[config.mk]
export PLATFORM = sky130hd
export DESIGN_NAME = accel_hash_ctrl
export DESIGN_NICKNAME = d
export VERILOG_FILES = /design/src/rtl/accel_hash_ctrl.sv
export SDC_FILE = /design/constraint.sdc
export NUM_CORES = 2
export LEC_CHECK = 0
export ABC_AREA = 1
export BUFFER_PORTS_ARGS = -buffer_cell sky130_fd_sc_hd__buf_2
export CORE_AREA = 2 2 537 539
export CTS_CLUSTER_DIAMETER = 40
export DETAILED_ROUTE_END_ITERATION = 8
export DIE_AREA = 0 0 539 541
export GPL_ROUTABILITY_DRIVEN = 0
export SYNTH_ARGS = -nofsm -noshare
export SYNTH_HDL_FRONTEND = slang
export SYNTH_SLANG_ARGS = --single-unit
[constraint.sdc]
create_clock -name clk -period 56.5 [get_ports clk]
set_input_delay 5.65 -clock clk [delete_from_list [all_inputs] [get_ports clk]]
set_output_delay 5.65 -clock clk [all_outputs]
set_load 0.005 [all_outputs]
[src/rtl/accel_hash_ctrl.sv]
// Memory-mapped hash offload controller: fetches a 64-byte block, drives the hash
// core, writes the 256-bit digest as eight words and then a completion status word.
module accel_hash_ctrl #(
    parameter logic [15:0] SRC_REG_ADDR = 16'hFF00,
    parameter logic [15:0] CMD_REG_ADDR = 16'hFF04,
    parameter logic [15:0] STATUS_ADDR  = 16'hFF08,
    parameter int unsigned TIMEOUT      = 1024
) (
    input  logic         clk,
    input  logic         rst,
    input  logic         cpu_wrt_en,
    input  logic [15:0]  cpu_addr,
    input  logic [31:0]  cpu_wrt_data,
    input  logic [511:0] accel_rd_data,
    input  logic         hash_done,
    input  logic [255:0] hash_digest,
    output logic [15:0]  accel_addr,
    output logic         accel_wrt_en,
    output logic [31:0]  accel_wrt_data,
    output logic         hash_start,
    output logic [511:0] hash_block,
    output logic         busy
);

    localparam int unsigned      CNT_W    = (TIMEOUT > 2) ? $clog2(TIMEOUT) : 1;
    localparam logic [CNT_W-1:0] CNT_LAST = CNT_W'(TIMEOUT - 1);

    typedef enum logic [2:0] {
        IDLE,
        FETCH,
        LATCH,
        START,
        WAIT,
        WRITE,
        STATUS
    } state_t;

    state_t         state_reg, state_next;
    logic [15:0]    src_reg, src_next;
    logic [15:0]    dst_reg, dst_next;
    logic [511:0]   hash_block_reg, hash_block_next;
    logic [255:0]   digest_reg, digest_next;
    logic [2:0]     word_idx_reg, word_idx_next;
    logic [CNT_W-1:0] cnt_reg, cnt_next;
    logic           overrun_reg, overrun_next;
    logic           timeout_reg, timeout_next;

    logic           src_hit;
    logic           cmd_hit;
    logic [31:0]    digest_words [8];
    logic           unused_cmd_bits;

    assign src_hit = cpu_wrt_en && (cpu_addr == SRC_REG_ADDR);
    assign cmd_hit = cpu_wrt_en && (cpu_addr == CMD_REG_ADDR);

    // Only the start bit and the low address half of a command word carry meaning.
    assign unused_cmd_bits = ^cpu_wrt_data[30:16];

    // Word 0 is the most significant 32 bits of the digest.
    genvar gi;
    generate
        for (gi = 0; gi < 8; gi++) begin : g_digest_words
            assign digest_words[gi] = digest_reg[255-32*gi -: 32];
        end
    endgenerate

    always_ff @(posedge clk or posedge rst) begin
        if (rst) begin
            state_reg      <= IDLE;
            src_reg        <= '0;
            dst_reg        <= '0;
            hash_block_reg <= '0;
            digest_reg     <= '0;
            word_idx_reg   <= '0;
            cnt_reg        <= '0;
            overrun_reg    <= 1'b0;
            timeout_reg    <= 1'b0;
        end else begin
            state_reg      <= state_next;
            src_reg        <= src_next;
            dst_reg        <= dst_next;
            hash_block_reg <= hash_block_next;
            digest_reg     <= digest_next;
            word_idx_reg   <= word_idx_next;
            cnt_reg        <= cnt_next;
            overrun_reg    <= overrun_next;
            timeout_reg    <= timeout_next;
        end
    end

    always_comb begin
        state_next      = state_reg;
        src_next        = src_reg;
        dst_next        = dst_reg;
        hash_block_next = hash_block_reg;
        digest_next     = digest_reg;
        word_idx_next   = word_idx_reg;
        cnt_next        = cnt_reg;
        overrun_next    = overrun_reg;
        timeout_next    = timeout_reg;
        accel_addr      = '0;
        accel_wrt_en    = 1'b0;
        accel_wrt_data  = '0;
        hash_start      = 1'b0;

        // Register stores that arrive mid-operation are dropped but remembered.
        if ((state_reg != IDLE) && (src_hit || cmd_hit)) begin
            overrun_next = 1'b1;
        end

        case (state_reg)
            IDLE: begin
                if (src_hit) begin
                    src_next = cpu_wrt_data[15:0];
                end
                if (cmd_hit) begin
                    dst_next = cpu_wrt_data[15:0];
                    if (cpu_wrt_data[31]) begin
                        overrun_next = 1'b0;
                        timeout_next = 1'b0;
                        state_next   = FETCH;
                    end
                end
            end

            FETCH: begin
                accel_addr = src_reg;
                state_next = LATCH;
            end

            LATCH: begin
                accel_addr      = src_reg;
                hash_block_next = accel_rd_data;
                state_next      = START;
            end

            START: begin
                hash_start = 1'b1;
                cnt_next   = '0;
                state_next = WAIT;
            end

            WAIT: begin
                // A completion on the final allowed cycle still counts as success.
                if (hash_done) begin
                    digest_next   = hash_digest;
                    word_idx_next = '0;
                    state_next    = WRITE;
                end else if (cnt_reg == CNT_LAST) begin
                    timeout_next = 1'b1;
                    state_next   = STATUS;
                end else begin
                    cnt_next = cnt_reg + CNT_W'(1);
                end
            end

            WRITE: begin
                accel_wrt_en   = 1'b1;
                accel_addr     = dst_reg + {11'd0, word_idx_reg, 2'b00};
                accel_wrt_data = digest_words[word_idx_reg];
                word_idx_next  = word_idx_reg + 3'd1;
                if (word_idx_reg == 3'd7) begin
                    state_next = STATUS;
                end
            end

            STATUS: begin
                accel_wrt_en   = 1'b1;
                accel_addr     = STATUS_ADDR;
                accel_wrt_data = {29'd0, overrun_reg, timeout_reg, ~timeout_reg};
                state_next     = IDLE;
            end

            default: begin
                state_next = IDLE;
            end
        endcase
    end

    assign hash_block = hash_block_reg;
    assign busy       = (state_reg != IDLE);

endmodule

[Word-level counts from Yosys, hierarchy flattened]
Index checks and enable logic that the tools add are counted.
Word-level totals
  latch bits: 0
  ROM bits: 0
  bits in writable memories: 0
  register bits after elaboration: 818
  word-level logic and storage cells: 78
  input bits: 820
  memories kept: 0
  output and inout port bits: 563
Cells by class
  $add $sub $neg: 3
  $lt $le $gt $ge: 1
  shift operators: 0
  bitwise logic cells: 2
  reductions and logical operators: 18
  eq/ne operators: 18
  multiply operators: 0
  mux-type cells: 27
  divide/modulo/power cells: 0
Operator list (count)
  $bmux W32 S3: 1
  $mux W32: 2
  $pmux W32 S2: 1
  $pmux W16 S3: 1
  $eq A16 B16 Y1 const B: 2
  $mux W10: 2
  $pmux W10 S2: 1
  $mux W3: 6
  $pmux W3 S6: 1
  $add A16 B5 Y16: 1
  $ne A2 B2 Y1 const B: 7
  $eq A3 B3 Y1 const B: 4
  $add A10 B1 Y10 const B: 1
  $eq A10 B10 Y1 const B: 1
  $mux W1: 10
  $reduce_and A2 Y1: 4
  $eq A3 B2 Y1 const B: 2
  $pmux W3 S2: 1
  $reduce_bool A2 Y1: 3
  $reduce_and A5 Y1: 1
  $ge A4 B4 Y1 const B: 1
  $not A3 Y4: 1
  $reduce_and A4 Y1: 1
  $reduce_or A2 Y1: 2
  10 further kinds: 12

[Logic depth before layout (Yosys ltp)]
  word-level depth: 8
  mapped depth: 10
  mapped depth without buffers: 10

[Worst setup path before layout]
Ideal clock, no wire load.
  path kind: flip-flop to output port
  start point: register word_idx_reg[0]
  end point: output port accel_addr[12]
  arrival time: 1.533 ns
  cell stages (with the launch flop): 10
  path slack: 49.317 ns
  data required time: 50.850 ns
  path buffers: 0
  cells stage by stage: dfrtp_1 > ha_1 > fa_1 > nand2_1 > a21oi_1 > nand2_1 > nand2_1 > o21ai_0 > o21ai_0 > nand2_1
On the way
  longest elaborated chain between the ends: 2
RTL lines
  from (decl): RTL line 43  | logic [2:0] word_idx_reg, word_idx_next;
  from (signal assigned): RTL line 84  | word_idx_reg <= word_idx_next;
  $add A16 B5 Y16: RTL line 159  | accel_addr = dst_reg + {11'd0, word_idx_reg, 2'b00};
  $pmux W16 S3: RTL line 111  | case (state_reg)
  to (decl): RTL line 17  | output logic [15:0] accel_addr,
Every way passes these cells.

[Worst setup path in the final report]
  start point: register word_idx_reg[0]
  end point: output port accel_wrt_data[22]
On the way
  longest elaborated chain between the ends: 5
RTL lines
  $not A3 Y4 (not written as such): RTL line 160  | accel_wrt_data = digest_words[word_idx_reg];
  $bmux W32 S3: RTL line 160
  $mux W32 (not written as such) (2 in a row): RTL line 160
  $pmux W32 S2: RTL line 111
  to (decl): RTL line 19  | output logic [31:0] accel_wrt_data,
Every way passes these cells. The select of a mux whose other input is x is not followed.

==> impl_metrics.tcl <==
set metrics [dict create \
    setup-tns-final_ns 0 \
    final_max_slew_viol_count 0 \
    die-area_um2 292000 \
    hold_buffers 0 \
    worstMarginPinSlew_ns 1.21 \
    fin_crit_ns 9.95 \
    vias 28686 \
    num_rows 197 \
    cts_resized 0 \
    layout_setup_ws_ns 46.55 \
    clk_pin_slew_ns 0.05 \
    drt-wirelength-per-cell_um 23.8 \
    num-fill-cells 31845 \
    fin_nets 5227 \
    synth-seq-cells 818 \
    io_pins 1383 \
    setup_viol_count_final 0 \
    remaining_drc_errors 0 \
    grt_first_pass_wirelength_um 256000 \
    area.growth.synth_to_final_pct 50.6 \
    dr.pass1.iters 5 \
    start_util 0.118 \
    crit_fanout 36 \
    cp-start-kind "register" \
    crit_chain "clkinv_1 > buf_4 > o21ai_0 > nand3_1 > and3_1 > buf_2" \
    preCtsSetupSlack_ns 46.47 \
    viasPerCell 3.42 \
    grt_pass1_vias 27925 \
    drive_gt1_frac 0.385 \
    p_clk_frac 0.350 \
    critical-path-max-stage-delay_ns 0.81 \
    synth_seq_area_share 0.606 \
    hp-class "register to register" \
    synth.avg_cell_area_um2 11.3 \
    critPathRequiredTime_ns 50.85 \
    postRouteAntennaNets 0 \
    slew_headroom 0.186 \
    die_h_um 541 \
    yosysTopAreaCellShare 0.606 \
    overflow 0 \
    crit_slowest_cell "clkinv_1" \
    place.port_buffers 1367 \
    p_sw_uw 1110 \
    tritoncts "built" \
    clk_path_buf_depth 4 \
    hold_viol_final 0 \
    grtUsageTotal 0.131 \
    synth_area_leaders "dfrtp_1 61%, mux2_1 16%, nand2_1 7.7%" \
    syn_nets 3824 \
    antenna_found_initial 213 \
    crit_type "register to primary output" \
    ir_drop_uv 25.2 \
    synth.distinct_cells 36 \
    rsz0062_at_grt "no" \
    cts_root_buf "clkbuf_16" \
    powerDensity_nw_per_um2 59.3 \
    p_leak_uw 0.0238 \
    largest_reg_flops 512 \
    p_int_uw 1910 \
    cts_setup_buffers 0 \
    drt_iter0_markers 1806 \
    switching_share 0.367 \
    crit_path_end_kind "primary output" \
    p_comb_frac 0.318 \
    drt-total-wl_um 199000 \
    fp.dieW_um 539 \
    final_area_um2 50900 \
    synthCells 2997 \
    clock_sinks 818 \
    yosysWarnings 0 \
    skew_ns 0.0382 \
    arrival_ns 4.30 \
    clk-insertion-delay-late_ns 0.80 \
    grt_max_degree 192 \
    synth_area_um2 33800 \
    postPlaceCellArea_um2 44700 \
    status "finished clean" \
    yosysTopAreaCell "dfrtp_1" \
    p_seq_frac 0.332 \
    h-tree-depth 4 \
    fmax_mhz 100 \
    cap_viol_max_count 0 \
    core_region_area_um2 286000 \
    cts_buffers 175 \
    dpl.hpwl_um 164000 \
    fin_crit_sh 0.176 \
]
## cells by family after synthesis
kind of cell | count (synthesis) | synth area share
simple gates | 872 | 0.104
flops | 818 | 0.606
xor+xnor | 3 | 0.000778
buf+inv | 368 | 0.0508
compound gates | 417 | 0.0651
mux | 512 | 0.171
fa+ha+maj | 7 | 0.00281
## worst paths after layout
kind / start / endpoint / slack (ns) / cells after the start
worst min-delay path: digest_reg[233] / digest_reg[233] / 0.46 / 2
min in group asynchronous: rst / hash_block[48] / 4.95 / 2
max in group asynchronous: rst / word_idx_reg[0] / 47.51 / 6
worst max register to register: state_reg[0] / hash_block[387] / 52.47 / 6
worst min register to register: digest_reg[233] / digest_reg[233] / 0.46 / 2
worst max-delay path: word_idx_reg[0] / accel_wrt_data[22] / 46.55 / 6
## critical path, delay by kind of cell (launching register included)
| family | cells | cell delay (ns) |
|---|---|---|
| AND/OR/NAND/NOR | 2 | 0.89 |
| AO/OA/AOI/OAI | 1 | 0.30 |
| flip-flops | 1 | 0.70 |
| buffers and inverters | 3 | 1.58 |
## placed cells by master, fill, tap and decap left out, types with 6 or more instances in the layout
| cell type | instances |
|---|---|
| buf_2 | 1367 |
| dfrtp_1 | 816 |
| nand2_1 | 697 |
| mux2_1 | 480 |
| o21ai_0 | 202 |
| inv_1 | 187 |
| clkbuf_16 | 175 |
| a21oi_1 | 101 |
| nand3_1 | 94 |
| o21ai_1 | 71 |
| diode_2 | 58 |
| o211ai_1 | 35 |
| mux2_2 | 32 |
| nor2_1 | 31 |
| buf_4 | 30 |
| and3_1 | 29 |
| clkinv_2 | 26 |
| inv_6 | 22 |
| clkinvlp_4 | 19 |
| clkbuf_8 | 19 |
| bufinv_16 | 19 |
| clkbuf_1 | 19 |
| clkinv_4 | 13 |
| nand4_1 | 7 |
| ha_1 | 6 |
## synthesized netlist by cell type (all sizes together)
library cell,count
dfrtp,818
o21bai,1
nand4,7
and2,1
a32o,1
ha,6
fa,1
and3,29
clkbuf,36
o22ai,1
buf,139
nand2,700
a21o,1
nor3,3
a22o,3
nor2,35
xnor2,1
a21boi,1
xor2,2
inv,193
nand3,95
mux2,512
a21oi,101
or2,2
o211ai,35
o21ai,273
## final cells by class
cell class              instances  area (µm²)  area share
diodes                         58         145     0.00285
clock buffers                 213        4710      0.0926
clock inverters               107        1310      0.0258
inverters                     193         733      0.0144
multi-input cells            1811       11600       0.228
flip-flops and latches        818       20500       0.402
well taps                    3781        4730      0.0930
repair buffers               1401        7150       0.140
## through the flow
| stage | util | hold WS, ns | cells | total power [µW] |
|---|---|---|---|---|
| final | 0.178 | 0.461 | 8382 | 3020 |
| after global routing | 0.177 | 0.483 | 8359 | 3180 |
| after CTS | 0.177 | 0.465 | 8324 | 3090 |
| after detailed placement | 0.156 | 0.453 | 8004 | 2000 |
| after global placement | 0.156 | 0.448 | 8004 | 1980 |
| after floorplan | - | 0.437 | 2997 | 1400 |
## power by group through the flow
stage	Clock (µW)	Combinational, µW	Sequential (µW)
floorplan	0	391	1010
global placement	0	988	994
detailed placement	0	995	1010
CTS	1090	999	1000
global route	1110	1040	1030
finish	1060	959	1000
## layer usage
layer	GRT usage	routed length, µm
met1	0.151	76800
met2	0.209	89400
met3	0.0608	23100
met4	0.0566	9540
met5	0	484
Power figures use the tool's default switching activity.
